[config.mk]
export PLATFORM = sky130hd
export DESIGN_NAME = alarm_scheduler
export DESIGN_NICKNAME = d
export VERILOG_FILES = /design/src/rtl/alarm_scheduler.sv
export SDC_FILE = /design/constraint.sdc
export NUM_CORES = 1
export LEC_CHECK = 0
export CAP_MARGIN = 20
export CORE_MARGIN = 10
export CORE_UTILIZATION = 40
export CTS_CLUSTER_SIZE = 30
export DETAILED_ROUTE_END_ITERATION = 8
export DONT_BUFFER_PORTS = 1
export GPL_TIMING_DRIVEN = 0
export SETUP_SLACK_MARGIN = 0.4
export SLEW_MARGIN = 0
export SYNTH_ARGS = -nofsm -noshare
export SYNTH_HDL_FRONTEND = slang
export SYNTH_SLANG_ARGS = --single-unit
[constraint.sdc]
create_clock -name clk -period 2.1 [get_ports clk]
set_input_delay 0.315 -clock clk [delete_from_list [all_inputs] [get_ports clk]]
set_output_delay 0.315 -clock clk [all_outputs]
set_load 0.02 [all_outputs]
[src/rtl/alarm_scheduler.sv]
// Alarm sequencer: arms on alarm_en, rings on the minute match, supports bounded snoozes,
// manual stop and automatic ring timeout. Buzzer toggles on every second tick while ringing.
//   state   | meaning
//   IDLE    | alarm disabled, eff tracks alm
//   ARMED   | waiting for eff time, eff tracks alm
//   RINGING | buzzer active, ring counter running
//   SNOOZE  | waiting for the snoozed eff time
module alarm_scheduler #(
    parameter int SNOOZE_MIN       = 5,
    parameter int RING_TIMEOUT_SEC = 60,
    parameter int MAX_SNOOZE       = 3
) (
    input  logic       clk,
    input  logic       rst,
    input  logic       tick_1s,
    input  logic [5:0] cur_hour,
    input  logic [5:0] cur_min,
    input  logic [5:0] cur_sec,
    input  logic [5:0] alm_hour,
    input  logic [5:0] alm_min,
    input  logic       alarm_en,
    input  logic       btn_stop,
    input  logic       btn_snooze,
    output logic [1:0] state,
    output logic       ringing,
    output logic       buzzer,
    output logic [1:0] snooze_count,
    output logic [5:0] eff_hour,
    output logic [5:0] eff_min
);

    localparam int CNT_W = (RING_TIMEOUT_SEC > 1) ? $clog2(RING_TIMEOUT_SEC) : 1;
    localparam logic [CNT_W-1:0] RING_LAST = CNT_W'(RING_TIMEOUT_SEC - 1);
    localparam logic [1:0]       SNZ_MAX   = 2'(MAX_SNOOZE);
    localparam logic [6:0]       SNZ_ADD   = 7'(SNOOZE_MIN);

    typedef enum logic [1:0] {
        S_IDLE    = 2'b00,
        S_ARMED   = 2'b01,
        S_RINGING = 2'b10,
        S_SNOOZE  = 2'b11
    } state_t;

    state_t           r_state;
    logic             r_ringing;
    logic             r_buzzer;
    logic [1:0]       r_snz_cnt;
    logic [5:0]       r_eff_hour;
    logic [5:0]       r_eff_min;
    logic [CNT_W-1:0] r_ring_cnt;
    logic             r_stop_prev;
    logic             r_snz_prev;
    logic             r_match_prev;

    state_t           w_state_nxt;
    logic             w_buzzer_nxt;
    logic [1:0]       w_snz_cnt_nxt;
    logic [5:0]       w_eff_hour_nxt;
    logic [5:0]       w_eff_min_nxt;
    logic [CNT_W-1:0] w_ring_cnt_nxt;

    logic             w_match;
    logic             w_trigger;
    logic             w_stop_edge;
    logic             w_snz_edge;
    logic             w_timeout;
    logic [6:0]       w_min_sum;
    logic [6:0]       w_min_sum_m60;
    logic             w_min_wrap;
    logic [5:0]       w_snz_min;
    logic [5:0]       w_snz_hour;

    assign w_match     = (cur_hour == r_eff_hour) && (cur_min == r_eff_min) && (cur_sec == 6'd0);
    assign w_trigger   = w_match && !r_match_prev;
    assign w_stop_edge = btn_stop && !r_stop_prev;
    assign w_snz_edge  = btn_snooze && !r_snz_prev;
    assign w_timeout   = tick_1s && (r_ring_cnt == RING_LAST);

    // Snooze target: current time plus SNOOZE_MIN, minute carry into hour, hour wraps at 24.
    assign w_min_sum     = {1'b0, cur_min} + SNZ_ADD;
    assign w_min_sum_m60 = w_min_sum - 7'd60;
    assign w_min_wrap    = (w_min_sum >= 7'd60);
    assign w_snz_min     = w_min_wrap ? w_min_sum_m60[5:0] : w_min_sum[5:0];
    assign w_snz_hour    = !w_min_wrap ? cur_hour :
                           ((cur_hour >= 6'd23) ? 6'd0 : cur_hour + 6'd1);

    always_comb begin
        w_state_nxt    = r_state;
        w_buzzer_nxt   = r_buzzer;
        w_snz_cnt_nxt  = r_snz_cnt;
        w_eff_hour_nxt = r_eff_hour;
        w_eff_min_nxt  = r_eff_min;
        w_ring_cnt_nxt = r_ring_cnt;

        if (r_state == S_IDLE || r_state == S_ARMED) begin
            w_eff_hour_nxt = alm_hour;
            w_eff_min_nxt  = alm_min;
        end

        if (!alarm_en) begin
            w_state_nxt    = S_IDLE;
            w_buzzer_nxt   = 1'b0;
            w_snz_cnt_nxt  = 2'd0;
            w_ring_cnt_nxt = '0;
        end else begin
            case (r_state)
                S_IDLE: w_state_nxt = S_ARMED;
                S_ARMED: begin
                    if (w_trigger) begin
                        w_state_nxt    = S_RINGING;
                        w_buzzer_nxt   = 1'b1;
                        w_ring_cnt_nxt = '0;
                    end
                end
                S_RINGING: begin
                    // Stop beats snooze; a stop or timeout on a tick leaves the buzzer off.
                    if (w_stop_edge || w_timeout) begin
                        w_state_nxt   = S_ARMED;
                        w_snz_cnt_nxt = 2'd0;
                        w_buzzer_nxt  = 1'b0;
                    end else if (w_snz_edge && (r_snz_cnt < SNZ_MAX)) begin
                        w_state_nxt    = S_SNOOZE;
                        w_snz_cnt_nxt  = r_snz_cnt + 2'd1;
                        w_buzzer_nxt   = 1'b0;
                        w_eff_hour_nxt = w_snz_hour;
                        w_eff_min_nxt  = w_snz_min;
                    end else if (tick_1s) begin
                        w_ring_cnt_nxt = r_ring_cnt + CNT_W'(1);
                        w_buzzer_nxt   = !r_buzzer;
                    end
                end
                S_SNOOZE: begin
                    if (w_stop_edge) begin
                        w_state_nxt   = S_ARMED;
                        w_snz_cnt_nxt = 2'd0;
                    end else if (w_trigger) begin
                        w_state_nxt    = S_RINGING;
                        w_buzzer_nxt   = 1'b1;
                        w_ring_cnt_nxt = '0;
                    end
                end
                default: w_state_nxt = S_IDLE;
            endcase
        end
    end

    always_ff @(posedge clk or posedge rst) begin
        if (rst) begin
            r_state      <= S_IDLE;
            r_ringing    <= 1'b0;
            r_buzzer     <= 1'b0;
            r_snz_cnt    <= 2'd0;
            r_eff_hour   <= 6'd0;
            r_eff_min    <= 6'd0;
            r_ring_cnt   <= '0;
            r_stop_prev  <= 1'b0;
            r_snz_prev   <= 1'b0;
            r_match_prev <= 1'b0;
        end else begin
            r_state      <= w_state_nxt;
            r_ringing    <= (w_state_nxt == S_RINGING);
            r_buzzer     <= w_buzzer_nxt;
            r_snz_cnt    <= w_snz_cnt_nxt;
            r_eff_hour   <= w_eff_hour_nxt;
            r_eff_min    <= w_eff_min_nxt;
            r_ring_cnt   <= w_ring_cnt_nxt;
            r_stop_prev  <= btn_stop;
            r_snz_prev   <= btn_snooze;
            r_match_prev <= w_match;
        end
    end

    assign state        = r_state;
    assign ringing      = r_ringing;
    assign buzzer       = r_buzzer;
    assign snooze_count = r_snz_cnt;
    assign eff_hour     = r_eff_hour;
    assign eff_min      = r_eff_min;

endmodule

**Yosys cells after proc, flatten, opt, wreduce, memory -nomap -nowiden**

Index checks and enable logic that the tools add are counted.

- Equal/unequal tests: 16
- Reductions and logical operators: 18
- Add/sub/neg operators: 5
- Muxes and demuxes: 38
- Order comparisons: 3

Operators by type and width:

| operator | count |
|---|---|
| two-way mux 6 bit | 19 |
| two-way mux 2 bit | 9 |
| case mux 6 bit (3 select lines) | 1 |
| != test 3 bit (second input constant) | 5 |
| adder 6 x 1 -> 6 bit (second input constant) | 2 |
| == test 6 bit | 2 |
| case mux 2 bit (4 select lines) | 1 |
| adder 6 x 3 -> 7 bit (second input constant) | 1 |
| >= comparator 7 x 6 -> 1 bit (second input constant) | 1 |
| logical AND 1 bit | 7 |
| == test 2 bit (second input constant) | 3 |
| == test 6 bit (second input constant) | 1 |
| >= comparator 6 x 5 -> 1 bit (second input constant) | 1 |
| zero test 6 bit | 1 |
| two-way mux 1 bit | 6 |
| AND reduction 3 bit | 2 |
| subtractor 6 bit (second input constant) | 1 |
| != test 5 bit (second input constant) | 1 |
| AND reduction 5 bit | 1 |
| zero test 1 bit | 4 |
| != test 4 x 1 -> 1 bit (second input constant) | 1 |
| != test 4 bit (second input constant) | 1 |
| case mux 2 bit (2 select lines) | 1 |
| != test 3 x 1 -> 1 bit (second input constant) | 1 |
| 6 further kinds | 7 |

- Logic and storage cells: 90
- Bits in registers: 27
- Input bits: 36
- Output and inout port bits: 18

**Depth between registers and ports, before layout**

- Word-level depth: 9
- Mapped depth: 8
- Gate-level depth less buffers: 7

**Worst setup path before layout**

Ideal clock, no wire load.

- Kind: in2reg
- From: in cur_min[2]
- To: reg r_eff_hour[4] (netlist: eff_hour[4])
- Setup slack: -0.059 ns
- Library setup time: 0.126 ns
- Path buffers: 1
- Required time: 1.974 ns
- Data arrival time: 2.033 ns
- Cell stages on the path: 8
- Cell sequence: buf_6 a21oi_1 xnor2_1 ha_1 and2_1 o311ai_2 a211oi_1 a311o_1

- Longest elaborated chain between the ends: 7

RTL lines:

| what | line | source |
|---|---|---|
| start, declared | 17 | `input logic [5:0] cur_min,` |
| adder 6 x 3 -> 7 bit | 80 | `assign w_min_sum = {1'b0, cur_min} + SNZ_ADD;` |
| >= comparator 7 x 6 -> 1 bit | 82 | `assign w_min_wrap = (w_min_sum >= 7'd60);` |
| two-way mux 6 bit | 84 | `assign w_snz_hour = !w_min_wrap ? cur_hour :` |
| two-way mux 6 bit | 121 | `end else if (w_snz_edge && (r_snz_cnt < SNZ_MAX)) begin` |
| two-way mux 6 bit | 117 | `if (w_stop_edge \|\| w_timeout) begin` |
| two-way mux 6 bit | 106 | `case (r_state)` |
| two-way mux 6 bit | 100 | `if (!alarm_en) begin` |
| net w_eff_hour_nxt[4] | 58 | `logic [5:0] w_eff_hour_nxt;` |
| end signal, assigned | 164 | `r_eff_hour <= w_eff_hour_nxt;` |
| end, declared | 48 | `logic [5:0] r_eff_hour;` |

The timed path passes the listed nets, and every way through them passes these cells.
A chain may end at the register's enable or synchronous reset.

**Worst setup path after layout**

- From: reg r_eff_min[4] (netlist: eff_min[4])
- To: reg r_ringing (netlist: ringing)

- Longest elaborated chain between the ends: 9

RTL lines:

| what | line | source |
|---|---|---|
| start, declared | 49 | `logic [5:0] r_eff_min;` |
| start signal, assigned | 165 | `r_eff_min <= w_eff_min_nxt;` |
| == test 6 bit * | 73 | `assign w_match = (cur_hour == r_eff_hour) && (cur_min == r_eff_min) && (cur_sec == 6'd0);` |
| logical AND 1 bit * (2 in a row) | 73 |  |
| logical AND 1 bit * | 74 | `assign w_trigger = w_match && !r_match_prev;` |
| two-way mux 2 bit * | 109, 136 |  |
| two-way mux 2 bit | 133 | `if (w_stop_edge) begin` |
| case mux 2 bit (4 select lines) * | 106 |  |
| two-way mux 2 bit * | 100 |  |
| == test 2 bit * | 161 | `r_ringing <= (w_state_nxt == S_RINGING);` |
| end signal, assigned | 161 |  |
| end, declared | 45 | `logic r_ringing;` |

Mark *: on every way between the ends. The rest lies on a longest branch, timed or not.

==> run_results.csv <==
group,metric,value,unit
run_status,outcome,"complete, no violations",
finish,drive_gt1_share,35.27,%
synthesis,muxShareOfSynthArea,5.372,%
sta,hold_viol_final,0,
global_routing,grt-ovfl-total,0,
critical_path,r2r_cells,5,
clock_network,clk_pin_slew_worst_paths,0.10,ns
synthesis,postSynthCellCount,222,
worst_hold_path,hp-class,"primary input to flip-flop",
clock_network,ctsLongestPathBuffers,2,
finish,fin_cells,308,
critical_path,regToRegSetupSlack,0.22,ns
sta,min_period_over_period,89.75,%
synthesis,synthMostInstantiatedCell,"dfrtp_1",
synthesis,synth_adder_area_share,3.663,%
critical_path,crit_path_max_incr_delay,0.50,ns
clock_network,cts_max_level,1,
critical_path,rr_startpoint,"eff_min[4]",
synthesis,synth_area_leaders,"dfrtp_1, mux2i_1, xor2_1",
global_routing,grt_pass1_wl,10170,um
critical_path,cp.required,2.30,ns
synthesis,synthesis.nets,264,
synthesis,synthesis.area,2049,um2
pwr,power_density,421.5,nW/um2
placement,dp_cells,290,
critical_path,criticalPathCategory,"flip-flop to flip-flop",
pwr,fin_total_pwr,0.001123,W
die,coreArea,4848,um2
synthesis,synthDominantCellAreaShare,32.97,%
global_routing,grt_max_degree,20,
sta,rsz0062_at_grt,"true",
finish,fillerInstances,412,
route,vias_per_cell,6.078,
critical_path,critical_path.top_delay_family,"simple AND/OR/NAND/NOR gates",
die,ios,54,
critical_path,path_cells,"xor2_2 > nor4_4 > nand4_4 > or3_4 > a211oi_2",
finish,utilization,54.94,%
synthesis,synth_commonest_cells,"dfrtp_1, nand3_1, o21ai_0",
sta,layout_min_cycle_time,1.885,ns
placement,portBuffers,0,
clock_network,cts-root-buf,"clkbuf_8",
pwr,ir_drop,0.0002438,V
clock_network,numCtsBuffers,3,
route,ant_nets,0,
finish,nets,284,
synthesis,synth_top_family_by_area,"compound AO/OA/AOI/OAI gates",
route,drc,0,
route,wirelength,6207,um
die,start_util,42.27,%
global_routing,grt_pass1_vias,1854,
placement,placed_cell_area,2290,um2
critical_path,r2r-end,"ringing",
clock_network,cts_tree,"done",
global_routing,grt_usage,14.69,%
critical_path,crit_path_top_delay_cell,"dfrtp_2",
sta,drv_slew,0,
sta,slew_headroom,64.11,%
die,die_w,91.58,um
die,dieArea,8387,um2
critical_path,crit_buf_inv,0,
route,drt-pass1-iter-count,4,
synthesis,synthSimpleGateAreaFrac,22.41,%
synthesis,synth_edf_count,0,
critical_path,endpoint_kind,"flip-flop",
clock_network,insertion_delay,0.28,ns
critical_path,arrival,2.09,ns
worst_hold_path,min_path_cells,0,
sta,setup_viol,0,
pwr,p_leak,0.9806,nW
route,num_vias,1872,
synthesis,ys_ff_latch,27,
sta,fmax,530.6,MHz
synthesis,synth_cell_types,53,
critical_path,crit_fanout,3,
sta,tightestPinTransition,0.5384,ns
worst_hold_path,worstHoldStart,"btn_stop",
synthesis,synth_compound_area_share,24.30,%
die,die_y,91.58,um
synthesis,ys_warn_count,0,
route,drt-initial-drc-count,162,
synthesis,avgSynthCellArea,9.232,um2
global_routing,antenna_found_initial,0,
placement,gp_congestion,0.8227,
clock_network,cts_sinks,27,
critical_path,cp-start-kind,"flip-flop",
finish,fin_area,2664,um2
synthesis,yosys.area.top_type,"dfrtp_1",
synthesis,synth-xor-area-share,6.410,%
job,drv_cap,0,
sta,fin_skew,0.003341,ns
finish,area_growth,29.98,%
finish,antenna_cells,0,
die,rows,25,
worst_hold_path,holdPathEnd,"r_stop_prev",
synthesis,ys.flop_type,"dfrtp_1",
synthesis,async_flop_share,100.0,%
placement,dp_hpwl,4486,um
route,wl_per_cell,20.15,um
sta,tns,0,ns
synthesis,yosysSeqAreaShare,32.97,%
==> logic make-up (layout without fill, tap and decap cells) <==
family,after synthesis,count (layout)
xor gates and xnor gates,15,15
AOI/OAI and AO/OA,70,70
muxes,11,11
adders and majority gates,6,6
and+or+nand+nor,72,72
DFF,27,27
buffers and inverters,21,40
==> cell type report <==
type	instances	area (um2)	area share, %
Timing Repair Buffer	15	201.4	7.562
Multi-Input combinational cell	174	1499	56.27
Clock buffer	3	41.29	1.550
Sequential cell	27	688.2	25.83
Buffer	13	115.1	4.321
Tap cell	67	83.83	3.147
Inverter	8	30.03	1.127
Clock inverter	1	5.005	0.1879
==> layout by cell type, fill, tap and decap left out, types with 3 or more instances in the layout <==
master,n
a21oi_1,5
o21ai_2,4
nand2b_1,4
buf_4,6
xnor2_1,3
buf_8,5
o21ai_0,7
a31oi_1,10
nand2_1,7
a21o_1,3
clkbuf_8,3
a211oi_2,7
nand4_1,5
and4_1,3
inv_1,6
o21ai_1,3
dfrtp_2,10
xor2_1,8
nand3_1,11
nor2b_1,8
o22ai_1,3
buf_6,4
nor2_1,7
dfrtp_1,17
mux2i_1,11
a311oi_1,3
ha_1,3
buf_16,3
==> repair_timing <==
item | CTS | global route
pin swaps | 17 | 10
setup buffers | 9 | 2
hold endpoints to repair | 8 | 0
gates cloned | 2 | 0
hold buffers | 1 | 0
endpoints found under the setup margin | 24 | 24
gates resized for setup | 34 | 16
==> through the flow <==
stage	hold WS, ns	worst slack (ns)
CTS	0.04867	0.2286
global route	0.03054	0.1457
global placement	0.3466	0.04337
finish	0.04960	0.2152
floorplan	0.3464	0.2747
detailed placement	0.2472	0.04337
==> per-layer routing <==
metal	vias to the layer above	global-route usage (%)	share of wire, %
li1	880	-	-
met1	912	20.04	45
met2	71	21.45	45
met3	9	4.362	8.5
met4	0	4.830	1.9
met5	-	0	0
==> worst max-delay path by stage <==
| stage | start | endpoint | slack [ns] | cells past startpoint |
|---|---|---|---|---|
| global placement | cur_min[2] | eff_hour[4] | 0.04 | 8 |
| floorplan | cur_min[2] | eff_hour[4] | 0.27 | 8 |
| CTS | eff_min[4] | ringing | 0.23 | 5 |
| global route | eff_hour[1] | ringing | 0.15 | 5 |
| finish | eff_min[4] | ringing | 0.22 | 5 |
| detailed placement | cur_min[2] | eff_hour[4] | 0.04 | 8 |
==> flip-flops by register name (all words and copies together) (netlist names) <==
signal        cells
buzzer            1
eff_hour          6
eff_min           6
r_match_prev      1
r_ring_cnt        6
r_snz_prev        1
r_stop_prev       1
ringing           1
snooze_count      2
state             2
==> where the power goes <==
| part | leakage (nW) | internal, W | total [W] | switching (W) |
|---|---|---|---|---|
| Clock | 0.0255 | 0.000134 | 0.000319 | 0.000186 |
| Combinational | 0.625 | 0.000104 | 0.000231 | 0.000128 |
| Sequential | 0.331 | 0.000535 | 0.000572 | 0.0000367 |
| Total | 0.981 | 0.000773 | 0.00112 | 0.000350 |
Note: power is estimated with default switching activity, not from simulation.
